$ cat src/rtl/sap1_pkg.sv
// sap1_pkg: shared datapath width and accumulator reset value for the SAP-1 slice
package sap1_pkg;
  localparam int DATA_W = 8;
  localparam logic [DATA_W-1:0] RESET_ACC = 8'h00;
endpackage

$ cat src/rtl/accumulator_alu_add_sub.sv
// add_sub: 9-bit two's-complement adder/subtracter, sum[8] is carry (no-borrow on subtract)
module add_sub
  import sap1_pkg::*;
(
  input  logic [DATA_W-1:0] a,
  input  logic [DATA_W-1:0] b,
  input  logic              su,
  output logic [DATA_W:0]   sum
);
  assign sum = {1'b0, a} + {1'b0, su ? ~b : b} + {{DATA_W{1'b0}}, su};
endmodule

$ cat src/rtl/accumulator_alu.sv
// accumulator_alu: SAP-1 accumulator with add/sub unit and bus drive; SAP1_FLAGS_EN adds carry/zero flags
module accumulator_alu
  import sap1_pkg::*;
(
  input  logic              clk,
  input  logic              clr,
  input  logic              nLa,
  input  logic              Ea,
  input  logic              Su,
  input  logic              Eu,
  input  logic [DATA_W-1:0] bus_in,
  input  logic [DATA_W-1:0] b_in,
  output logic [DATA_W-1:0] acc_out,
  output logic [DATA_W-1:0] bus_out,
  output logic              bus_oe,
  output logic              bus_err
`ifdef SAP1_FLAGS_EN
  ,
  output logic              carry_flag,
  output logic              zero_flag
`endif
);
  logic [DATA_W-1:0] acc;
  logic [DATA_W:0]   sum;
  logic              err;
  add_sub u_add_sub (.a(acc), .b(b_in), .su(Su), .sum(sum));
  // accumulator loads from the bus; a simultaneous Ea/Eu drive latches a sticky error
  always_ff @(posedge clk) begin
    if (clr) begin
      acc <= RESET_ACC;
      err <= 1'b0;
    end else begin
      if (!nLa) acc <= bus_in;
      if (Ea && Eu) err <= 1'b1;
    end
  end
  // bus mux: accumulator wins over the adder when both are enabled
  always_comb begin
    bus_oe  = Ea | Eu;
    bus_out = Ea ? acc : Eu ? sum[DATA_W-1:0] : '0;
  end
  assign acc_out = acc;
  assign bus_err = err;
`ifdef SAP1_FLAGS_EN
  // flags capture the adder result only when it actually drives the bus
  always_ff @(posedge clk) begin
    if (clr) begin
      carry_flag <= 1'b0;
      zero_flag  <= 1'b1;
    end else if (Eu && !Ea) begin
      carry_flag <= sum[DATA_W];
      zero_flag  <= sum[DATA_W-1:0] == '0;
    end
  end
`else
  logic unused_carry;
  assign unused_carry = sum[DATA_W];
`endif
endmodule
$ cat config.mk
export PLATFORM = sky130hd
export DESIGN_NAME = accumulator_alu
export DESIGN_NICKNAME = d
export VERILOG_FILES = /design/src/rtl/sap1_pkg.sv /design/src/rtl/accumulator_alu_add_sub.sv /design/src/rtl/accumulator_alu.sv
export SDC_FILE = /design/constraint.sdc
export NUM_CORES = 1
export LEC_CHECK = 0
export ABC_CLOCK_PERIOD_IN_PS = 2200
export CAP_MARGIN = 25
export CORE_MARGIN = 2
export CORE_UTILIZATION = 40
export DETAILED_ROUTE_END_ITERATION = 16
export DONT_BUFFER_PORTS = 1
export HOLD_SLACK_MARGIN = 0.03
export SYNTH_ARGS = -nofsm -noshare
export SYNTH_HDL_FRONTEND = slang
export SYNTH_SLANG_ARGS = --single-unit
$ cat constraint.sdc
create_clock -name clk -period 2.2 [get_ports clk]
set_clock_uncertainty 0.2 [all_clocks]
set_input_delay 0.22 -clock clk [delete_from_list [all_inputs] [get_ports clk]]
set_output_delay 0.22 -clock clk [all_outputs]
set_load 0.005 [all_outputs]
# After elaboration in Yosys (flattened, before gate mapping)
# Index checks and enable logic that the tools add are counted.
# word_totals
reg_bits,9
latchBits,0
ramBits,0
romBits,0
input_bits,22
out_inout_bits,18
wordCells,10
n_memories,0
# classes
add_sub_neg,2
mul,0
div_mod_pow,0
magnitude_cmp,0
eq_ne,0
shifts,0
muxes,3
n_bitwise,2
reduce_logical,1
# op_table
operator,n
8-bit 2-to-1 mux,3
8-bit by 1-bit adder with 8-bit output,1
8-bit adder,1
8-bit inverter,1
1-bit logical AND,1
1-bit bitwise OR,1

# Longest topological paths before layout
# Gate-level depths: netlist of the first run.
# logic_depth
word_depth,6
ltp_mapped,9
ltp_nobuf,8

# Cells and area by module
# Synthesis of the first run repeated with hierarchy kept, for this count alone.
# hier_totals
cells_unflattened,92
hier_area_um2,823.3
# modules_own_cells
module,instances,cells_each,area_per_inst_um2,seq_area_each_um2
accumulator_alu,1,44,425.4,180.2
add_sub,1,48,397.9,0.0

# Worst setup path before layout of the first run
# Ideal clock, no wire load.
# synth_timing
path_kind,input-to-output
startpoint,in Su
endpoint,out bus_out[6]
arrival_ps,1777
required_ps,1780
path_slack_ps,3
path_stages,9
n_path_buf,1
cell_sequence,buf_6 > mux2i_1 > inv_1 > fa_1 > a21o_1 > a21oi_1 > o211ai_1 > xnor2_1 > o21ai_1
# synth_via
elab_chain_cells,5
# synth_lines
item,line,text
start: declaration,accumulator_alu.sv:9,"input logic Su,"
8-bit 2-to-1 mux,accumulator_alu_add_sub.sv:10,"assign sum = {1'b0, a} + {1'b0, su ? ~b : b} + {{DATA_W{1'b0}}, su};"
8-bit adder,accumulator_alu_add_sub.sv:10,
8-bit by 1-bit adder with 8-bit output (*),accumulator_alu_add_sub.sv:10,
8-bit 2-to-1 mux (*) (2 in series),accumulator_alu.sv:40,bus_out = Ea ? acc : Eu ? sum[DATA_W-1:0] : '0;
end: declaration,accumulator_alu.sv:14,"output logic [DATA_W-1:0] bus_out,"
# Every way passes the cells marked *; elsewhere a longest branch is shown, timed or not.

# Final worst setup path of the first run
# layout_timing
startpoint,"reg acc[0], in the netlist acc_out[0]"
endpoint,out bus_out[6]
# layout_via
elab_chain_cells,4
# layout_lines
item,line,text
start: declaration,accumulator_alu.sv:23,logic [DATA_W-1:0] acc;
start signal: assignment,accumulator_alu.sv:33,if (!nLa) acc <= bus_in;
8-bit adder,accumulator_alu_add_sub.sv:10,
8-bit by 1-bit adder with 8-bit output,accumulator_alu_add_sub.sv:10,
8-bit 2-to-1 mux (2 in series),accumulator_alu.sv:40,
# No other way between the ends.

==> results of run 1 <==
-- timing repair --
action,in CTS,in global routing
hold endpoints to repair,9,0
endpoints found under the setup margin,4,6
buffers inserted,3,2
hold buffers,18,0
gates resized for setup,6,20
pin swaps,6,10
-- cell type report --
type / count / area [um^2] / share of cell area [%]
flip-flops and latches: 9 / 188.9 / 14.73
well taps: 27 / 33.78 / 2.634
repair buffers: 31 / 281.5 / 21.95
multi-input cells: 85 / 740.7 / 57.76
clock buffers: 4 / 26.28 / 2.049
inverters: 3 / 11.26 / 0.8780
-- layer usage --
metal / global-route usage, % / part of all wire (%)
met3: 6.667 / 6.2
met4: 6.019 / 1.1
met1: 23.84 / 43
met2: 33.33 / 50
met5: 0 / 0
-- worst max-delay path, delay by kind of cell (launching register included) --
kind	cells	cell delay (ps)
AOI/OAI and AO/OA	4	600
adders and majority gates	1	340
DFF	1	320
muxes	1	180
xor gates and xnor gates	1	130
buffers and inverters	1	80
-- metrics by stage --
stage          total power [mW]  hold slack, ps
3_5_place_dp             0.3771           95.25
3_3_place_gp             0.3731           93.01
6_report                 0.6011           327.6
2_1_floorplan            0.3444           159.5
4_1_cts                  0.5569           328.2
5_1_grt                  0.6460           338.9
-- sequential cells by signal (all words and copies together), names as in the netlist --
register	flops
acc_out	8
bus_err	1
-- path summary, 6_finish.rpt --
kind                                 start          to  slack (ps)  cells past startpoint
worst max-delay path            acc_out[0]  bus_out[6]        -150                      8
worst max register to register  acc_out[7]  acc_out[7]         600                      3
worst min register to register     bus_err     bus_err         860                      3
worst min-delay path                    Ea      bus_oe         330                      1
-- cell families after synthesis --
family / after synthesis / synth area share, %
multiplexers: 9 / 10.76
buffers and inverters: 8 / 4.633
XOR/XNOR: 12 / 14.80
flip-flops: 9 / 21.52
AND/OR/NAND/NOR: 33 / 18.69
adder cells (fa/ha/maj): 7 / 11.36
AO/OA/AOI/OAI: 24 / 18.24
-- power groups by stage --
stage	clock network, mW	registers, mW	logic, mW
after detailed placement	0	0.188	0.190
after global routing	0.143	0.188	0.314
final	0.127	0.187	0.287
after CTS	0.129	0.185	0.244
after global placement	0	0.187	0.186
after floorplan	0	0.186	0.159
-- cell usage after synthesis --
| library cell | instances | area [um^2] |
|---|---|---|
| nand2_1 | 14 | 52.55 |
| nor2_1 | 10 | 37.54 |
| dfxtp_1 | 9 | 180.2 |
| mux2i_1 | 9 | 90.09 |
| xor2_1 | 7 | 61.31 |
| ha_1 | 6 | 75.07 |
| o21ai_1 | 6 | 30.03 |
| a21oi_1 | 5 | 25.02 |
| o21ai_0 | 5 | 25.02 |
| xnor2_1 | 4 | 35.03 |
| inv_1 | 3 | 11.26 |
| a21o_1 | 2 | 15.01 |
| clkbuf_1 | 2 | 7.510 |
| nand2b_1 | 2 | 12.51 |
| o221ai_1 | 2 | 17.52 |
| a2111oi_2 | 1 | 15.01 |
| a311oi_1 | 1 | 8.760 |
| a41oi_1 | 1 | 8.760 |
| and2_1 | 1 | 6.260 |
| buf_1 | 1 | 3.750 |
| buf_2 | 1 | 5.000 |
| buf_6 | 1 | 11.26 |
| fa_1 | 1 | 20.02 |
| nand2b_4 | 1 | 13.76 |
| nand4_1 | 1 | 6.260 |
| nor2_2 | 1 | 6.260 |
| nor4_1 | 1 | 6.260 |
| nor4b_1 | 1 | 8.760 |
| o211ai_1 | 1 | 7.510 |
| or2_2 | 1 | 6.260 |
| xor2_4 | 1 | 27.53 |
==> run_results.csv, run 1 <==
group,metric,value,unit
outcome,outcome,"complete, but fails checks",
outcome,violations,"negative setup slack",
synth,syn_area,837.1,um^2
worst_setup_path,critPathArrivalTime,1930,ps
timing,fmax,0.4262,GHz
placed_design,portBuffers,0,
timing,hold_viol_final,0,
clocking,htreeDepth,1,
finish,fillCellCount,180,
floorplan,core,1962,um^2
floorplan,die_w,49.75,um
hold_path,hold_path_class,"input pin to primary output",
timing,setup_viol,2,
worst_setup_path,worstSetupPathType,"register to primary output",
synth,ys_ff_latch,9,
drt,vias_per_cell,5.333,
global_route,grt_pass1_vias,844,
placed_design,hpwl,1575,um
worst_setup_path,critPathSlowestCell,"fa_2",
clocking,clkLatencyLatePin,260,ps
placed_design,place.gp.congestion,0.7506,
worst_setup_path,cp.required,1780,ps
global_route,grt-ovfl-total,0,
power_and_ir_drop,power.share.sequential,31.1,%
clocking,numCtsBuffers,3,
timing,setup_ws,-146.4,ps
floorplan,dieArea,2475,um^2
power_and_ir_drop,leakagePower,0.5094,nW
power_and_ir_drop,p_per_area,468.7,nW/um^2
synth,syn_inst,102,
drt,drc,0,
drt,ant_nets,0,
synth,synth_nets,131,
clocking,tritoncts,"built",
timing,min_period,2346,ps
worst_setup_path,crit_fanout,2,
global_route,antenna_found_initial,0,
clocking,clock_sinks,9,
clocking,cts-root-buf,"clkbuf_4",
worst_setup_path,crit_path_end_kind,"primary output",
drt,drt_iter0_markers,9,
synth,syn_avg_cell_area,8.206,um^2
finish,final_cell_mix,"dlygate4sd3_1, nand2_1, buf_4",
finish,fin_area,1282,um^2
finish,final_cell_count_no_fill,159,
timing,relSlewSlack,74.57,%
finish,final_common_cell,"dlygate4sd3_1",
timing,setup_tns,-252.1,ps
finish,fin_util,65.37,%
timing,post-route-period-util,106.7,%
floorplan,row_count,16,
drt,wl,2369,um
synth,ys_warn_count,0,
power_and_ir_drop,intPower,0.4012,mW
power_and_ir_drop,ir_drop,0.0003473,V
placed_design,pre_cts_ws,27.49,ps
worst_setup_path,crit_chain,"mux2i_2 -> inv_1 -> fa_2 -> a21o_1 -> a21oi_2 -> o211ai_1 -> xnor2_1 -> o21ai_1",
global_route,grt_use_total,19.87,%
finish,nets,162,
synth,ys_seq_area_share,21.52,%
drt,vias,848,
finish,diodes,0,
power_and_ir_drop,switchingPower,0.1999,mW
floorplan,io_pins,40,
drt,wire_per_inst,14.90,um
placed_design,dp.cells,132,
placed_design,post_dp_cell_area,903.4,um^2
clocking,cts_max_path_buffers,2,
timing,drv_slew,0,
floorplan,die_h,49.75,um
clocking,clkSlewWorstSetupHoldPaths,60,ps
synth,synth_cell_types,31,
timing,rsz0062_at_grt,"true",
drt,dr.pass1.iters,4,
global_route,grt_pass1_wl,3767,um
timing,tightest_slew,380.2,ps
power_and_ir_drop,swShare,33.25,%
power_and_ir_drop,power_frac_comb,47.7,%
finish,syn2layout_area_growth,53.21,%
global_route,grt_max_degree,14,
worst_setup_path,cp_slowest_stage_delay,340,ps
power_and_ir_drop,clockPowerShare,21.2,%
floorplan,initial_core_util,42.67,%
finish,drive_gt1_share,31.82,%
worst_setup_path,cp-start-kind,"register",
run,maxCapViolations,0,
(Power assumes the default switching activity.)
==> run 2, diff against run 1 <==
--- a/config.mk
+++ b/config.mk
@@ -12,6 +12,7 @@
 export DETAILED_ROUTE_END_ITERATION = 16
 export DONT_BUFFER_PORTS = 1
 export HOLD_SLACK_MARGIN = 0.03
+export SKIP_LAST_GASP = 1
 export SYNTH_ARGS = -nofsm -noshare
 export SYNTH_HDL_FRONTEND = slang
 export SYNTH_SLANG_ARGS = --single-unit
==> results of run 2 <==
Final layout, timing and power as in run 1 (identical DEF).
